File: config.mk
export PLATFORM = sky130hd
export DESIGN_NAME = tick_watchdog_flat
export DESIGN_NICKNAME = d
export VERILOG_FILES = /design/src/rtl/tick_watchdog_if.sv /design/src/rtl/tick_watchdog.sv /design/src/flat_wrapper.sv
export SDC_FILE = /design/constraint.sdc
export NUM_CORES = 1
export LEC_CHECK = 0
export CORE_ASPECT_RATIO = 0.9
export CORE_MARGIN = 10
export CORE_UTILIZATION = 30
export CTS_CLUSTER_DIAMETER = 40
export DETAILED_ROUTE_END_ITERATION = 7
export GPL_TIMING_DRIVEN = 0
export HOLD_SLACK_MARGIN = 0.08
export SLEW_MARGIN = 20
export SYNTH_ARGS = -nofsm -noshare
export SYNTH_HDL_FRONTEND = slang
export SYNTH_SLANG_ARGS = --single-unit
File: constraint.sdc
create_clock -name clk -period 2.2 [get_ports clk]
set_input_delay 0.33 -clock clk [delete_from_list [all_inputs] [get_ports clk]]
set_output_delay 0.33 -clock clk [all_outputs]
set_load 0.01 [all_outputs]
File: src/rtl/tick_watchdog_if.sv
// Bundle between the tick source/supervisor and the tick watchdog.
// master drives tick/clr and observes status; slave is the watchdog itself.
interface tick_watchdog_if #(
    parameter int CBITS = 14
);
    logic             tick;
    logic             clr;
    logic             locked;
    logic             early;
    logic             late;
    logic             fault;
    logic [CBITS-1:0] period;
    logic [7:0]       err_cnt;

    modport master (
        output tick, clr,
        input  locked, early, late, fault, period, err_cnt
    );

    modport slave (
        input  tick, clr,
        output locked, early, late, fault, period, err_cnt
    );
endinterface

File: src/rtl/tick_watchdog.sv
// Tick watchdog: measures the interval between one-cycle tick pulses,
// acquires lock after LOCK_CNT consecutive in-window intervals, and reports
// early/late events, a sticky fault, the last interval and an error count.
module tick_watchdog #(
    parameter int PERIOD   = 12502,
    parameter int TOL      = 2,
    parameter int LOCK_CNT = 4,
    parameter int CBITS    = 14
) (
    input  logic           clk,
    input  logic           rst,
    tick_watchdog_if.slave bus
);
    localparam int MIN   = PERIOD - TOL;
    localparam int MAX   = PERIOD + TOL;
    localparam int GBITS = $clog2(LOCK_CNT + 1);

    localparam logic [CBITS-1:0] MIN_C  = CBITS'(MIN);
    localparam logic [CBITS-1:0] MAX_C  = CBITS'(MAX);
    localparam logic [CBITS-1:0] SAT_C  = CBITS'(MAX + 1);
    localparam logic [GBITS-1:0] LOCK_C = GBITS'(LOCK_CNT);

    localparam logic [1:0] IDLE   = 2'd0;
    localparam logic [1:0] ACQ    = 2'd1;
    localparam logic [1:0] LOCKED = 2'd2;

    logic [1:0]       state_q, state_d;
    logic [CBITS-1:0] gap_q, gap_d;
    logic [GBITS-1:0] good_q, good_d;
    logic             early_d, late_d, meas_d;

    logic             locked_q, early_q, late_q, fault_q;
    logic [CBITS-1:0] period_q;
    logic [7:0]       err_q;

    // Next-state decode: classify each tick against the window and detect timeouts.
    // NOTE: every signal gets a default before the case so no path leaves it
    // unassigned; otherwise synthesis infers a latch.
    always_comb begin
        state_d = state_q;
        good_d  = good_q;
        gap_d   = (gap_q == SAT_C) ? gap_q : gap_q + CBITS'(1);
        early_d = 1'b0;
        late_d  = 1'b0;
        meas_d  = 1'b0;
        case (state_q)
            IDLE: begin
                if (bus.tick) begin
                    state_d = ACQ;
                    good_d  = '0;
                    gap_d   = CBITS'(1);
                end
            end
            ACQ: begin
                if (bus.tick) begin
                    gap_d  = CBITS'(1);
                    meas_d = 1'b1;
                    if (gap_q < MIN_C) begin
                        early_d = 1'b1;
                        good_d  = '0;
                    end else begin
                        good_d = good_q + GBITS'(1);
                        if (good_q + GBITS'(1) == LOCK_C)
                            state_d = LOCKED;
                    end
                end else if (gap_q == MAX_C) begin
                    late_d  = 1'b1;
                    state_d = IDLE;
                end
            end
            LOCKED: begin
                if (bus.tick) begin
                    gap_d  = CBITS'(1);
                    meas_d = 1'b1;
                    if (gap_q < MIN_C) begin
                        early_d = 1'b1;
                        good_d  = '0;
                        state_d = ACQ;
                    end
                end else if (gap_q == MAX_C) begin
                    late_d  = 1'b1;
                    state_d = IDLE;
                end
            end
            default: state_d = IDLE;
        endcase
    end

    // State, counters and registered status outputs.
    // NOTE: non-blocking assignments here so every register samples the
    // pre-edge values regardless of statement order.
    always_ff @(posedge clk or negedge rst) begin
        if (!rst) begin
            state_q  <= IDLE;
            gap_q    <= '0;
            good_q   <= '0;
            locked_q <= 1'b0;
            early_q  <= 1'b0;
            late_q   <= 1'b0;
            fault_q  <= 1'b0;
            period_q <= '0;
            err_q    <= '0;
        end else begin
            state_q  <= state_d;
            gap_q    <= gap_d;
            good_q   <= good_d;
            locked_q <= (state_d == LOCKED);
            early_q  <= early_d;
            late_q   <= late_d;
            if (meas_d)
                period_q <= gap_q;
            if ((early_d || late_d) && err_q != 8'hFF)
                err_q <= err_q + 8'd1;
            // Set has priority over clear when both happen together.
            if (state_q == LOCKED && (early_d || late_d))
                fault_q <= 1'b1;
            else if (bus.clr)
                fault_q <= 1'b0;
        end
    end

    assign bus.locked  = locked_q;
    assign bus.early   = early_q;
    assign bus.late    = late_q;
    assign bus.fault   = fault_q;
    assign bus.period  = period_q;
    assign bus.err_cnt = err_q;
endmodule

File: src/flat_wrapper.sv
// flat-port wrapper written by rule: the top's interface ports become plain ports
module tick_watchdog_flat 
#(
    parameter int PERIOD   = 12502,
    parameter int TOL      = 2,
    parameter int LOCK_CNT = 4,
    parameter int CBITS    = 14
)
  (clk, rst, bus_tick, bus_clr, bus_locked, bus_early, bus_late, bus_fault, bus_period, bus_err_cnt);
  tick_watchdog_if #(.CBITS(CBITS)) bus_i ();
  input  logic clk;
  input  logic rst;
  input wire logic [$bits(bus_i.tick)-1:0] bus_tick;
  input wire logic [$bits(bus_i.clr)-1:0] bus_clr;
  output wire logic [$bits(bus_i.locked)-1:0] bus_locked;
  output wire logic [$bits(bus_i.early)-1:0] bus_early;
  output wire logic [$bits(bus_i.late)-1:0] bus_late;
  output wire logic [$bits(bus_i.fault)-1:0] bus_fault;
  output wire logic [$bits(bus_i.period)-1:0] bus_period;
  output wire logic [$bits(bus_i.err_cnt)-1:0] bus_err_cnt;
  assign bus_i.tick = bus_tick;
  assign bus_i.clr = bus_clr;
  assign bus_locked = bus_i.locked;
  assign bus_early = bus_i.early;
  assign bus_late = bus_i.late;
  assign bus_fault = bus_i.fault;
  assign bus_period = bus_i.period;
  assign bus_err_cnt = bus_i.err_cnt;
  tick_watchdog #(.PERIOD(PERIOD), .TOL(TOL), .LOCK_CNT(LOCK_CNT), .CBITS(CBITS)) u_core (.clk(clk), .rst(rst), .bus(bus_i));
endmodule
Word-level counts from Yosys, hierarchy flattened
Cells that the tools add are included.

Order comparisons: 1. Eq/ne operators: 11. Muxes and demuxes: 27. Add/subtract/negate cells: 3. Reductions and logical operators: 9.

Operator list (number): $mux 14 (3); $eq 14x14->1 const B (2); $mux 3 (5); $add 14x1->14 const B (1); $lt 14x14->1 const B (1); $mux 2 (7); $mux 1 (10); $pmux 3 s3 (1); $add 8x1->8 const B (1); $ne 8x8->1 const B (1); $ne 2x2->1 const B (3); $pmux 2 s3 (1); $reduce_and 5->1 (1); $eq 2x2->1 const B (2); $add 3x1->3 const B (1); $eq 3x3->1 const B (1); $reduce_bool 3->1 (1); $reduce_or 3->1 (1); $eq 2x1->1 const B (1); $logic_and 1x1->1 (2); $logic_not 2->1 (1); $ne 2x1->1 const B (1); $reduce_bool 2->1 (1); $reduce_or 2->1 (1); $logic_or 1x1->1 (1).

Register bits after elaboration: 45. Word-level logic and storage cells: 60. Input bits: 4. Output and inout bits: 26.

Longest topological paths before layout
Gate-level depths: netlist of the first run.

Depth in word-level cells: 7. Gate-level depth with buffers: 8. Mapped depth without buffers: 7.

Worst setup path before layout of the first run
No wires, ideal clock.

Path kind: register to register. Start: register u_core.state_q[0]. End: register u_core.err_q[1], in the netlist u_core.bus.err_cnt[1]. Setup time: 0.128 ns. Arrival: 1.862 ns. Setup slack: 0.210 ns. Path buffers: 1. Required time: 2.072 ns. Clock period less this slack: 1.990 ns. Cell stages (with the launch flop): 8. Cells stage by stage: dfrtp_1 -> inv_1 -> ha_1 -> nand2_1 -> or3_1 -> buf_6 -> a21boi_4 -> mux2_1.

Cells in the longest elaborated chain, start to end: 5. Elaborated cells on any way between the ends: 7. Those cells by class: eq/ne (2); mux (2); reduce/logical (3).

RTL lines: from (decl) (line tick_watchdog.sv:27) `logic [1:0] state_q, state_d;`; from (signal assigned) (line tick_watchdog.sv:104) `state_q <= state_d;`; $eq 2x1->1 / $eq 2x2->1 (equally long branches) (line tick_watchdog.sv:46) `case (state_q)`; $reduce_or 2->1 (no line) *; $mux 1; $logic_or 1x1->1 * (line tick_watchdog.sv:112) `if ((early_d || late_d) && err_q != 8'hFF)`; $logic_and 1x1->1 * (line tick_watchdog.sv:112); to (signal assigned) (line tick_watchdog.sv:113) `err_q <= err_q + 8'd1;`; to (decl) (line tick_watchdog.sv:34) `logic [7:0] err_q;`.

Every way passes the cells marked *; elsewhere a longest branch is shown, timed or not. A chain may end at the register's enable or synchronous reset.

Worst setup path after layout of the first run
Start: register u_core.gap_q[2]. End: register u_core.err_q[1], in the netlist u_core.bus.err_cnt[1].

Cells in the longest elaborated chain, start to end: 6. Elaborated cells on any way between the ends: 10. Those cells by class: order compare (1); eq/ne (1); mux (6); reduce/logical (2).

RTL lines: from (decl) (line tick_watchdog.sv:28) `logic [CBITS-1:0] gap_q, gap_d;`; from (signal assigned) (line tick_watchdog.sv:105) `gap_q <= gap_d;`; $lt 14x14->1 / $eq 14x14->1 (equally long branches); $mux 1 (on tied branches); $mux 1 (on tied branches) (line tick_watchdog.sv:72, tick_watchdog.sv:55); $mux 1; $logic_or 1x1->1 * (line tick_watchdog.sv:112); $logic_and 1x1->1 * (line tick_watchdog.sv:112).

Marks and branches as above.

==> flow_metrics.py, run 1 <==
metrics = {
    "sta": {
        "tightest_slew_ns": 0.502,
        "period_minus_slack_ns": 2.09,
        "finalCritPeriodShare": 0.948,
        "fin_skew_ns": 0.00571,
        "fin_tns_setup_ns": 0,
        "max_slew_margin": 0.662,
        "setup_ws_ns": 0.114,
        "finalHoldViolCount": 0,
        "grt_setup_unrepaired": "false",
        "holdWs_ns": 0.484,
        "finalSetupViolations": 0,
        "finalMaxSlewViolations": 0,
        "max_clock_freq_mhz": 479,
    },
    "yosys": {
        "synthMostInstantiatedCell": "dfrtp_1",
        "syn_area_per_cell_um2": 10.6,
        "yosys_warnings": 0,
        "syn_nets": 228,
        "ys_async_sr_fraction": 1.00,
        "synthCells": 214,
        "synth-seq-area-share": 0.498,
        "ys_types": 39,
        "synth_top_cell_by_area": "dfrtp_1",
        "synth_area_leaders": "dfrtp_1, mux2_2, ha_1",
        "synth-seq-cells": 45,
        "synth_area_um2": 2260,
        "netlist.area_leader.share": 0.498,
        "yosys-top-cells-count": "dfrtp_1, nand2_1, nor2_1",
        "synth_edf_count": 0,
        "synthFlopType": "dfrtp_1",
    },
    "clock_tree": {
        "cts_tree": "built",
        "cts.path.max_buffers": 2,
        "cts_root_buffer": "clkbuf_8",
        "htree_num_levels": 2,
        "insertion_delay_ns": 0.29,
        "cts.sinks": 45,
        "cts_buffers": 5,
        "clkTransAtPathRegs_ns": 0.08,
    },
    "pwr": {
        "p_per_area_nw_per_um2": 790,
        "totalPowerFinal_w": 0.00222,
        "leakagePower_nw": 1.23,
        "ir_drop_v": 0.000383,
    },
    "routing": {
        "top_layer": "met4",
        "met2_length_um": 2140,
        "ant_nets": 0,
        "wl_met1_um": 2260,
        "drc": 0,
        "drtIter0Drc": 33,
        "wire_per_inst_um": 13.6,
        "dr.pass1.iters": 4,
        "num_vias": 1647,
        "wirelength_um": 4710,
        "wl_met3_um": 252,
        "viasPerCell": 4.76,
    },
    "floorplanning": {
        "initial_core_util": 0.315,
        "die_w_um": 112,
        "rows": 29,
        "boundaryPins": 30,
        "die_area_um2": 11400,
        "die_h_um": 102,
        "design.core.area_um2": 7180,
    },
    "run": {
        "drv_cap": 0,
    },
    "worst_setup_path": {
        "ff2ff_path_depth": 7,
        "slowest_delay_ns": 0.43,
        "r2r_end": "u_core.bus.err_cnt[1]",
        "path_max_fanout": 9,
        "start_kind": "flip-flop",
        "crit_type": "reg2reg",
        "r2r-start": "u_core.gap_q[2]",
        "cp_slowest_cell": "or3_1",
        "crit_arrival_ns": 2.27,
        "cp-end-kind": "flip-flop",
        "cp_cell_sequence": "buf_2, o21ai_0, a21oi_1, or3_1, buf_6, a21boi_4, mux2_1",
        "required_ns": 2.38,
        "reg2reg_slack_ns": 0.11,
    },
    "layout": {
        "diodes": 0,
        "ff_latch_area_um2": 1130,
        "fin_area_um2": 2810,
        "num-fill-cells": 718,
        "fin_nets": 266,
        "final_layout_size_suffix_gt1_frac": 0.138,
        "syn2layout_area_growth_pct": 24.3,
        "multi_input_area_um2": 1090,
    },
    "grt": {
        "antenna_found_initial": 0,
        "grt_overflow_total": 0,
        "grt_usage": 0.0844,
        "grt_pass1_wl_um": 8110,
        "grt_pass1_vias": 1679,
        "grt_max_degree": 32,
    },
    "placement": {
        "dp_hpwl_um": 3400,
        "pre_cts_ws_ns": -0.0935,
        "io_buffers": 28,
        "gp_congestion": 0.772,
        "place_area_um2": 2670,
    },
    "min_path": {
        "hold_path_class": "in2async",
    },
    "outcome": {
        "outcome": "finished clean",
    },
}
-- metal layers --
metal | vias up | GRT usage
met2 | 30 | 0.132
li1 | 809 | -
met3 | 7 | 0.0281
met1 | 801 | 0.107
met5 | - | 0
met4 | 0 | 0.0286
-- cells in the final DEF, fill, tap and decap left out, types with 2 or more instances in the layout --
| cell type | n |
|---|---|
| clkdlybuf4s50_1 | 27 |
| nor3_1 | 7 |
| ha_1 | 9 |
| mux2_1 | 3 |
| o41ai_1 | 3 |
| xnor2_1 | 5 |
| nor4_4 | 2 |
| o21ai_0 | 10 |
| and3_2 | 2 |
| nor2_1 | 16 |
| mux2_2 | 12 |
| xor2_1 | 12 |
| nand2b_1 | 3 |
| or3_1 | 2 |
| and2_1 | 2 |
| nand2_1 | 21 |
| clkbuf_8 | 5 |
| inv_1 | 13 |
| dfrtp_1 | 45 |
| buf_2 | 2 |
| nand3_1 | 9 |
| o31ai_1 | 2 |
| a21oi_1 | 9 |
| clkbuf_1 | 7 |
| nand4_1 | 4 |
-- report_power, final --
group / switching (W) / internal, W / total, W
Sequential: 0.000107 / 0.000934 / 0.00104
Clock: 0.000277 / 0.000225 / 0.000502
Combinational: 0.000326 / 0.000351 / 0.000677
Total: 0.000710 / 0.00151 / 0.00222
-- state kept, by name, indices dropped and copies added (netlist names) --
| name | count |
|---|---|
| u_core.bus.period | 14 |
| u_core.gap_q | 14 |
| u_core.bus.err_cnt | 8 |
| u_core.good_q | 3 |
| u_core.state_q | 2 |
| u_core.bus.early | 1 |
| u_core.bus.fault | 1 |
| u_core.bus.late | 1 |
| u_core.bus.locked | 1 |
-- through the flow --
step	util	cells
2_1_floorplan	-	214
3_3_place_gp	0.370	335
3_5_place_dp	0.372	336
4_1_cts	0.388	346
5_1_grt	0.391	346
6_report	0.391	346
-- layout make-up --
class                           instances  area share
Clock inverter                          1     0.00267
Sequential cell                        45       0.401
Inverter                               13      0.0174
Buffer                                  7      0.0125
Multi-Input combinational cell        149       0.387
Tap cell                               93      0.0414
Clock buffer                            7      0.0271
Timing Repair Buffer                   31       0.111
-- how the worst max path moves through the flow --
| stage | startpoint | to | slack, ns |
|---|---|---|---|
| 2_1_floorplan | u_core.state_q[0] | u_core.bus.err_cnt[1] | 0.21 |
| 3_3_place_gp | rst | u_core.bus.period[10] | -0.53 |
| 3_5_place_dp | u_core.state_q[0] | u_core.bus.err_cnt[1] | -0.09 |
| 4_1_cts | u_core.state_q[0] | u_core.bus.err_cnt[1] | 0.03 |
| 5_1_grt | u_core.gap_q[2] | u_core.bus.err_cnt[3] | 0.01 |
| 6_report | u_core.gap_q[2] | u_core.bus.err_cnt[1] | 0.11 |
-- worst max-delay path: cells and delay by family, from the launching register on --
| kind | cells | cell delay [ns] |
|---|---|---|
| DFF | 1 | 0.36 |
| AOI/OAI and AO/OA | 3 | 0.52 |
| muxes | 1 | 0.33 |
| and+or+nand+nor | 1 | 0.43 |
| buffers and inverters | 2 | 0.33 |
-- timing repair --
item / 4_1_cts / 5_1_grt
pin swaps: 1 / 0
endpoints found under the hold margin: 14 / 0
setup buffers: 1 / 0
hold buffers: 1 / 0
resized for setup: 2 / 3
endpoints found under the setup margin: 4 / 4
cloned: 0 / 0
-- kinds of logic after synthesis --
| logic type | synth area share |
|---|---|
| simple gates | 0.164 |
| flops | 0.498 |
| compound gates | 0.100 |
| buf+inv | 0.0371 |
| xor+xnor | 0.0659 |
| mux | 0.0791 |
| fa+ha+maj | 0.0553 |
Power figures use the tool's default switching activity.
==> run 2: changes to the inputs <==
--- a/config.mk
+++ b/config.mk
@@ -5,13 +5,13 @@
 export SDC_FILE = /design/constraint.sdc
 export NUM_CORES = 1
 export LEC_CHECK = 0
-export CORE_ASPECT_RATIO = 0.9
 export CORE_MARGIN = 10
 export CORE_UTILIZATION = 30
 export CTS_CLUSTER_DIAMETER = 40
 export DETAILED_ROUTE_END_ITERATION = 7
 export GPL_TIMING_DRIVEN = 0
 export HOLD_SLACK_MARGIN = 0.08
+export SETUP_SLACK_MARGIN = 0.3
 export SLEW_MARGIN = 20
 export SYNTH_ARGS = -nofsm -noshare
 export SYNTH_HDL_FRONTEND = slang
==> run 2 against run 1 <==
  * First-iteration DRC count up 36%
  * Clock skew up 0.0019 ns
  * Count of clock-buffer cells in the layout unchanged
  * Maximum frequency up 8.0%
  * Combinational power up 13%
  * Routed wire length up 6.5%
  * Sequential power about the same
  * Register-to-register slack better by 0.15 ns
  * Non-clock buffer count up 20
  * Critical path depth unchanged
  * Critical path type unchanged
  * Largest power group unchanged
==> flow_metrics.py, run 2 (synthesis gave the netlist of run 1 again) <==
metrics = {
    "grt": {
        "antenna_found_initial": 0,
        "grt_pass1_vias": 1724,
        "grt_overflow_total": 0,
        "grt_usage": 0.0901,
        "grt_pass1_wl_um": 8440,
        "grt_max_degree": 29,
    },
    "sta": {
        "max_slew_margin": 0.648,
        "fin_tns_setup_ns": 0,
        "max_clock_freq_mhz": 517,
        "fin_skew_ns": 0.00757,
        "finalMaxSlewViolations": 0,
        "period_minus_slack_ns": 1.93,
        "finalHoldViolCount": 0,
        "finalCritPeriodShare": 0.878,
        "finalSetupViolations": 0,
        "tightest_slew_ns": 0.528,
        "grt_setup_unrepaired": "true",
    },
    "outcome": {
        "outcome": "finished clean",
    },
    "worst_setup_path": {
        "crit_type": "reg2reg",
        "r2r-start": "u_core.gap_q[12]",
        "cp-end-kind": "flip-flop",
        "cp-startpoint": "u_core.gap_q[12]",
        "required_ns": 2.39,
        "start_kind": "flip-flop",
        "crit_arrival_ns": 2.12,
        "path_max_fanout": 8,
    },
    "min_path": {
        "hold_path_class": "reg2reg",
        "hp-start": "u_core.bus.period[5]",
    },
    "routing": {
        "wirelength_um": 5010,
        "drc": 0,
        "wl_met3_um": 255,
        "dr.pass1.iters": 4,
        "top_layer": "met4",
        "viasPerCell": 4.62,
        "wire_per_inst_um": 13.5,
        "wl_met1_um": 2230,
        "num_vias": 1719,
        "ant_nets": 0,
        "drtIter0Drc": 45,
        "met2_length_um": 2460,
    },
    "clock_tree": {
        "cts_tree": "built",
        "cts.sinks": 45,
        "htree_num_levels": 2,
        "clkTransAtPathRegs_ns": 0.08,
        "cts_root_buffer": "clkbuf_8",
        "cts_buffers": 5,
        "cts.path.max_buffers": 2,
        "insertion_delay_ns": 0.30,
    },
    "floorplanning": {
        "initial_core_util": 0.310,
        "die_area_um2": 11400,
        "boundaryPins": 30,
        "rows": 31,
        "die_h_um": 107,
        "die_w_um": 107,
        "design.core.area_um2": 7290,
    },
    "layout": {
        "diodes": 0,
        "syn2layout_area_growth_pct": 37.0,
        "final_layout_size_suffix_gt1_frac": 0.275,
        "fin_nets": 286,
        "final_common_cell": "dfrtp_1",
        "fin_area_um2": 3100,
        "instances_no_fill": 372,
        "final_cell_mix": "dfrtp_1, clkdlybuf4s50_1, buf_4",
        "num-fill-cells": 724,
    },
    "pwr": {
        "p_per_area_nw_per_um2": 797,
        "ir_drop_v": 0.000338,
        "leakagePower_nw": 1.37,
    },
    "placement": {
        "io_buffers": 28,
        "dp_hpwl_um": 3440,
        "gp_congestion": 0.817,
        "place_area_um2": 2710,
        "dp.cells": 342,
    },
    "run": {
        "drv_cap": 0,
    },
}
## run 2: cell types whose count changed in the layout (fill, tap and decap cells not counted), sizes merged
cell      previous run  this run
clkinvlp             1         0
clkbuf              12        11
bufinv               0         1
buf                  5        26
## run 2: cell type report
cell class	count	area [um^2]	share of cell area
buffer	7	47.5	0.0153
clock buffer	7	86.3	0.0279
clock inverter	1	30.0	0.00969
inverter	13	48.8	0.0158
multi-input combinational	149	1170	0.376
sequential	45	1130	0.366
tap	99	124	0.0400
timing repair buffer	51	463	0.149
## run 2: per-stage QoR
stage	utilization	worst slack, ns	total power, W	hold WS (ns)
final	0.425	0.268	0.00247	0.491
after floorplan	-	0.253	0.00145	0.0344
after CTS	0.407	0.252	0.00250	0.494
after detailed placement	0.372	0.0361	0.00176	0.303
after global routing	0.425	0.177	0.00262	0.522
after global placement	0.370	-0.528	0.00175	0.484
## run 2: routing by layer
layer,up-vias,GRT usage
met1,832,0.112
li1,851,-
met3,4,0.0293
met4,0,0.0406
met5,-,0
met2,32,0.140
## run 2: where the power goes
part / internal [W] / switching [W] / leakage, nW
Clock: 0.000371 / 0.000280 / 0.0585
Combinational: 0.000418 / 0.000348 / 0.713
Sequential: 0.000936 / 0.000116 / 0.598
Total: 0.00172 / 0.000744 / 1.37
## run 2: repair_timing
action | 4_1_cts | 5_1_grt
endpoints found under the hold margin | 17 | 0
buffers inserted | 10 | 11
pin swaps | 6 | 6
hold buffers | 1 | 0
setup endpoints to repair | 14 | 19
gates resized for setup | 14 | 19
## run 2: worst max-delay path, stage by stage (launching register included)
cell     delay (ns)
dfrtp_1        0.43
nand4_1        0.19
buf_4          0.16
a21oi_4        0.04
or3_1          0.39
buf_6          0.15
a21oi_2        0.15
mux2_4         0.31
## run 2: final timing paths
check                                        endpoint  slack [ns]  depth (start not counted)
worst min-delay path             u_core.bus.period[5]        0.49                          2
worst max register to register  u_core.bus.err_cnt[3]        0.27                          7
max in group asynchronous            u_core.gap_q[10]        1.19                          3
min in group asynchronous             u_core.bus.late        0.50                          2
worst min register to register   u_core.bus.period[5]        0.49                          2
worst max-delay path            u_core.bus.err_cnt[3]        0.27                          7
